--- src/rtl/rc5_encryptor.sv ---
// rc5_encryptor -- RC5-32/12 round engine.
// Reads the expanded subkey table S[0..T-1] one word at a time from a
// synchronous, read-only S memory. It applies pre-whitening plus R full
// rounds to one two-word block.
//
// Optional feature: define DECRYPT_EN to add the iDecrypt port and the
// inverse datapath. With DECRYPT_EN undefined the block encrypts only.
//
// Ports:
//   clk, rst        rising-edge clock, asynchronous active-high reset
//   iStart          start request, sampled only in IDLE or DONE
//   iPlainA/B       plaintext words, latched on the accepted iStart edge
//   iDecrypt        (DECRYPT_EN only) selects the inverse direction,
//                   latched with iStart
//   oS_address      registered S memory read address
//   iS_data         S memory read data, valid one cycle after the address
//   oCipherA/B      working registers A/B; hold the result once done
//   oBusy           high while a block is in flight (WAIT/APPLY)
//   oDone           result valid; level, held until the next accepted start
//   oDbgState       current FSM state (0 IDLE, 1 WAIT, 2 APPLY, 3 DONE)
//
// Handshake: a start is accepted on any rising edge where iStart=1 and the
// FSM is in IDLE or DONE. On that edge oDone falls and oBusy rises. oBusy
// falls and oDone rises together on the edge that applies the last S word.
// While oBusy=1, iStart is ignored.
module rc5_encryptor #(
  parameter int W        = 32,
  parameter int R        = 12,
  parameter int T        = 2 * R + 2,
  parameter int T_LENGTH = $clog2(T)
) (
  input  logic                clk,
  input  logic                rst,
  input  logic                iStart,
  input  logic [W-1:0]        iPlainA,
  input  logic [W-1:0]        iPlainB,
`ifdef DECRYPT_EN
  input  logic                iDecrypt,
`endif
  output logic [T_LENGTH-1:0] oS_address,
  input  logic [W-1:0]        iS_data,
  output logic [W-1:0]        oCipherA,
  output logic [W-1:0]        oCipherB,
  output logic                oBusy,
  output logic                oDone,
  output logic [1:0]          oDbgState
);

  localparam int LW = $clog2(W);
  localparam logic [T_LENGTH-1:0] K_LAST = T_LENGTH'(T - 1);

  typedef enum logic [1:0] {
    S_IDLE  = 2'd0,
    S_WAIT  = 2'd1,
    S_APPLY = 2'd2,
    S_DONE  = 2'd3
  } state_t;

  state_t              state_q, state_d;
  logic [T_LENGTH-1:0] k_q, k_d;
  logic [T_LENGTH-1:0] addr_q, addr_d;
  logic [W-1:0]        a_q, a_d;
  logic [W-1:0]        b_q, b_d;
  logic                busy_q, busy_d;
  logic                done_q, done_d;

  // Barrel rotators: rotate a doubled word and keep the relevant half.
  function automatic logic [W-1:0] rotl(input logic [W-1:0] x, input logic [LW-1:0] s);
    logic [2*W-1:0] d;
    d = {x, x} << s;
    return d[2*W-1:W];
  endfunction

  // Encryption round results for the current word; only one is committed.
  logic [W-1:0] a_enc, b_enc;
  always_comb begin
    a_enc = (k_q == '0) ? a_q + iS_data
                        : rotl(a_q ^ b_q, b_q[LW-1:0]) + iS_data;
    b_enc = (k_q == T_LENGTH'(1)) ? b_q + iS_data
                                  : rotl(b_q ^ a_q, a_q[LW-1:0]) + iS_data;
  end

`ifdef DECRYPT_EN
  logic dec_q, dec_d;

  function automatic logic [W-1:0] rotr(input logic [W-1:0] x, input logic [LW-1:0] s);
    logic [2*W-1:0] d;
    d = {x, x} >> s;
    return d[W-1:0];
  endfunction

  logic [W-1:0] a_dec, b_dec;
  always_comb begin
    a_dec = (k_q == '0) ? a_q - iS_data
                        : rotr(a_q - iS_data, b_q[LW-1:0]) ^ b_q;
    b_dec = (k_q == T_LENGTH'(1)) ? b_q - iS_data
                                  : rotr(b_q - iS_data, a_q[LW-1:0]) ^ a_q;
  end

  // Decryption walks the table downwards and finishes at word 0.
  logic         is_last;
  logic [T_LENGTH-1:0] k_next;
  logic [W-1:0] a_new, b_new;
  assign is_last = dec_q ? (k_q == '0) : (k_q == K_LAST);
  assign k_next  = dec_q ? k_q - T_LENGTH'(1) : k_q + T_LENGTH'(1);
  assign a_new   = dec_q ? a_dec : a_enc;
  assign b_new   = dec_q ? b_dec : b_enc;
`else
  logic         is_last;
  logic [T_LENGTH-1:0] k_next;
  logic [W-1:0] a_new, b_new;
  assign is_last = (k_q == K_LAST);
  assign k_next  = k_q + T_LENGTH'(1);
  assign a_new   = a_enc;
  assign b_new   = b_enc;
`endif

  always_comb begin
    state_d = state_q;
    k_d     = k_q;
    addr_d  = addr_q;
    a_d     = a_q;
    b_d     = b_q;
    busy_d  = busy_q;
    done_d  = done_q;
`ifdef DECRYPT_EN
    dec_d   = dec_q;
`endif
    case (state_q)
      S_IDLE, S_DONE: begin
        if (iStart) begin
          a_d     = iPlainA;
          b_d     = iPlainB;
          k_d     = '0;
          addr_d  = '0;
          done_d  = 1'b0;
          busy_d  = 1'b1;
          state_d = S_WAIT;
`ifdef DECRYPT_EN
          dec_d   = iDecrypt;
          if (iDecrypt) begin
            k_d    = K_LAST;
            addr_d = K_LAST;
          end
`endif
        end
      end
      // One idle cycle covers the S memory read latency.
      S_WAIT: state_d = S_APPLY;
      S_APPLY: begin
        // Even words update A, odd words update B.
        if (k_q[0]) b_d = b_new;
        else        a_d = a_new;
        if (is_last) begin
          state_d = S_DONE;
          done_d  = 1'b1;
          busy_d  = 1'b0;
        end else begin
          k_d     = k_next;
          addr_d  = k_next;
          state_d = S_WAIT;
        end
      end
      default: state_d = S_IDLE;
    endcase
  end

  always_ff @(posedge clk or posedge rst) begin
    if (rst) begin
      state_q <= S_IDLE;
      k_q     <= '0;
      addr_q  <= '0;
      a_q     <= '0;
      b_q     <= '0;
      busy_q  <= 1'b0;
      done_q  <= 1'b0;
`ifdef DECRYPT_EN
      dec_q   <= 1'b0;
`endif
    end else begin
      state_q <= state_d;
      k_q     <= k_d;
      addr_q  <= addr_d;
      a_q     <= a_d;
      b_q     <= b_d;
      busy_q  <= busy_d;
      done_q  <= done_d;
`ifdef DECRYPT_EN
      dec_q   <= dec_d;
`endif
    end
  end

  assign oS_address = addr_q;
  assign oCipherA   = a_q;
  assign oCipherB   = b_q;
  assign oBusy      = busy_q;
  assign oDone      = done_q;
  assign oDbgState  = state_q;

endmodule

--- config.mk ---
export PLATFORM = sky130hd
export DESIGN_NAME = rc5_encryptor
export DESIGN_NICKNAME = d
export VERILOG_FILES = /design/src/rtl/rc5_encryptor.sv
export SDC_FILE = /design/constraint.sdc
export NUM_CORES = 1
export LEC_CHECK = 0
export CORE_ASPECT_RATIO = 1.2
export CORE_MARGIN = 10
export CORE_UTILIZATION = 43
export CTS_BUF_LIST = sky130_fd_sc_hd__clkbuf_4
export DETAILED_ROUTE_END_ITERATION = 8
export GPL_TIMING_DRIVEN = 0
export PLACE_DENSITY = 0.66
export SLEW_MARGIN = 15
export SYNTH_ARGS = -nofsm -noshare
export SYNTH_HDL_FRONTEND = slang
export SYNTH_SLANG_ARGS = --single-unit
--- constraint.sdc ---
create_clock -name clk -period 13.3 [get_ports clk]
set_input_delay 2.66 -clock clk [delete_from_list [all_inputs] [get_ports clk]]
set_output_delay 2.66 -clock clk [all_outputs]
set_load 0.005 [all_outputs]
==> reports/summary.md <==
• clkbuf_4 — root buffer cell
• 5.96 ns — setup slack after layout
• 1358 — count of routing violations after the opening detailed-route iteration
• 168 um — floorplan die width
• a2111oi_0 — standard cell with the maximum stage delay on the critical path
• 73 — flip-flop and latch count after synthesis
• 12566 — via total after detailed routing
• 20.4% — synthesis-to-layout area growth
• 7.34 ns — post-layout min period
• 0 — count of endpoints failing hold in the final timing report
• done — clock tree from TritonCTS
• 7.99 um^2 — average cell area after synthesis
• 0 — number of synthesis warnings
• 27.0% — Max-Slew Margin vs Limit
• 45 — maximum number of pins on one net before global-route repair
• 55.2% — final worst-path cycle share
• 16.2% — proportion of netlist area held by the largest area contributor
• 6 — total iterations of the first detailed-routing run
• 0 — final count of pins violating max slew
• 10 — CP Max Fanout
• 0 — CTS resizes
• 28.5 um — average detailed-routed wire length per instance
• 13.67 ns — Worst EP required
• 0 — Post-DRT Antenna Nets
• finished clean — result of the run
• 0 — count of endpoints failing setup in the final report
• 1.04 ns — largest stage delay on the critical path
• 80900 um — first-pass GRT wire length
• 2 — number of buffers between clock root and the deepest sink
• reg -> reg — classification of the worst setup path
• 171 — port buffer count
• 12096 — vias in the first global route
• 2 — initial antenna violation count
• 3 — H-Tree Depth
• buf_2 > buf_2 > buf_1 > nor2_1 > a21oi_1 > a21oi_1 > nand2_1 > o21ai_0 > mux4_2 > o21ai_0 > ha_1 > a21oi_1 > o211ai_1 > a311oi_1 > o21ai_0 > a2111oi_0 > nor2_1 > a31oi_1 > xor2_1 > o21ai_0 — cell breakdown of the critical path
• 0.539 ns — Post-Route Hold Slack
• 64 — number of placement rows
• 0.15 ns — Worst-path clk slew
• 0 ns — setup_tns
• 1580 — Syn Nets
• register — startpoint types
• 45500 um — HPWL after detailed placement
• 7.72 ns — CP arrival
• 0.0331 mm^2 — die area
• dfrtp_1 16%, mux4_2 15%, o21ai_0 8.6% — top area cells in the synthesized netlist
• 172 — I/O pin total
• 197 um — y dimension of the die
• 7.89% — share of post-route cells with drive strength above 1
• 32.4% — all-layer global routing usage
• 0 — hold bufs inserted after CTS
• dfrtp_1 — commonest register cell after synthesis
• 0 — max_cap viols
• 136 MHz — highest clock rate
• 6.36 ns — worst setup slack after placement
• 1.07 ns — measured slew at the worst slew-check pin
• 0.0113 mm^2 — synthesized cell area
• 2537 — Filler Cells Inserted
• 0.0256 mm^2 — area inside the core boundary
• 1408 — synthesized instance count
• 43.9% — starting utilization of the core area
• 0.0326 ns — Final Skew
• 9 — cts bufs inserted
• register — endpoint kind of the worst setup timing path
• 0 — remaining routing DRC violations
• 0 — overflow left after global routing
• 64 — post-synthesis cell type count
• o21ai_0 — Critical Path Most Common Cell
• 6.52 — average via count per standard cell
• 0 — EDFF count, synth
• 234 x nand2_1, 193 x o21ai_0, 171 x clkdlybuf4s50_1, 128 x a21oi_1, 89 x mux2i_1 — highest-count cells in the layout ignoring fill and taps
• 100% — Async SR Flop Fraction
• 73 — clk sink count
• reg -> reg — type of the worst min-delay path
• 1.07 — Final GP Congestion
• 55000 um — wire length reported by the detailed router
• 16.2% — Seq/Total Area, Yosys
• 1763 — final-stage net count
• no — RSZ-0062 raised after global routing
• dfrtp_1 — cell taking the most area after synthesis
• 0.52 ns — Skew-Pair Late Insertion Delay
• 0 — post-CTS setup-driven buffer insertion count
• nand2_1 — leading cell type in the layout, fill and taps excluded
-- per-stage QoR --
step / instances / area, um^2 / util [%]
4_1_cts: 1926 / 13500 / 52.9
2_1_floorplan: 1408 / 11300 / -
6_report: 1928 / 13500 / 52.9
3_5_place_dp: 1910 / 13400 / 52.3
3_3_place_gp: 1909 / 13400 / 52.2
5_1_grt: 1928 / 13500 / 52.9
-- worst max-delay path, delay by kind of cell (launching register included) --
family,cells,cell delay [ns]
XOR/XNOR,1,0.17
AND/OR/NAND/NOR,3,0.38
flip-flops,1,0.40
AO/OA/AOI/OAI,11,4.26
multiplexers,1,0.57
adder cells (fa/ha/maj),1,0.38
buffers and inverters,3,1.07
-- synth_stat cells (all sizes together), types with 14 or more instances --
cell type and instances:
nand2 234, o21ai 198, a21oi 128, mux2i 89, mux4 74, nor2 74
dfrtp 73, ha 71, xnor2 62, clkbuf 60, xor2 37, inv 32
buf 30, a21o 26, and3 25, nand3 17, o211ai 14
-- worst paths after layout --
check | cells past startpoint | from | slack (ns) | end
worst min-delay path | 2 | oBusy | 0.54 | oBusy
max in group asynchronous | 3 | rst | 10.17 | oCipherB[9]
worst min register to register | 2 | oBusy | 0.54 | oBusy
worst max register to register | 20 | oCipherA[0] | 5.96 | oCipherB[29]
min in group asynchronous | 2 | rst | 2.48 | oCipherA[11]
worst max-delay path | 20 | oCipherA[0] | 5.96 | oCipherB[29]
-- state kept, by name (all words and copies together) (netlist names) --
name / count
oBusy: 1
oCipherA: 32
oCipherB: 32
oDbgState: 2
oDone: 1
oS_address: 5
-- cell families after synthesis --
group	share of synthesized area (%)
AOI/OAI and AO/OA	23.4
xor gates and xnor gates	8.11
adders and majority gates	8.25
buffers and inverters	4.37
DFF	16.2
muxes	23.6
and+or+nand+nor	16.0
-- metal layers --
layer	global-route usage (%)	wire length, um
met2	53.4	25800
met5	0	0
met1	40.6	21400
met3	6.33	5200
met4	13.5	2590
-- area by class of cell --
class / instances / area [um^2] / area share, %
plain buffers: 90 / 365 / 2.70
flip-flops and latches: 73 / 1830 / 13.5
inverters: 33 / 129 / 0.951
diodes: 2 / 5.00 / 0.0369
well taps: 330 / 413 / 3.05
multi-input cells: 1212 / 8930 / 65.9
repair buffers: 172 / 1740 / 12.8
clock buffers: 11 / 82.6 / 0.609
clock inverters: 5 / 56.3 / 0.416
Power is left out: the tool's default activity adds up to more than one toggle a clock period on the data nets, which glitch-free logic cannot reach.
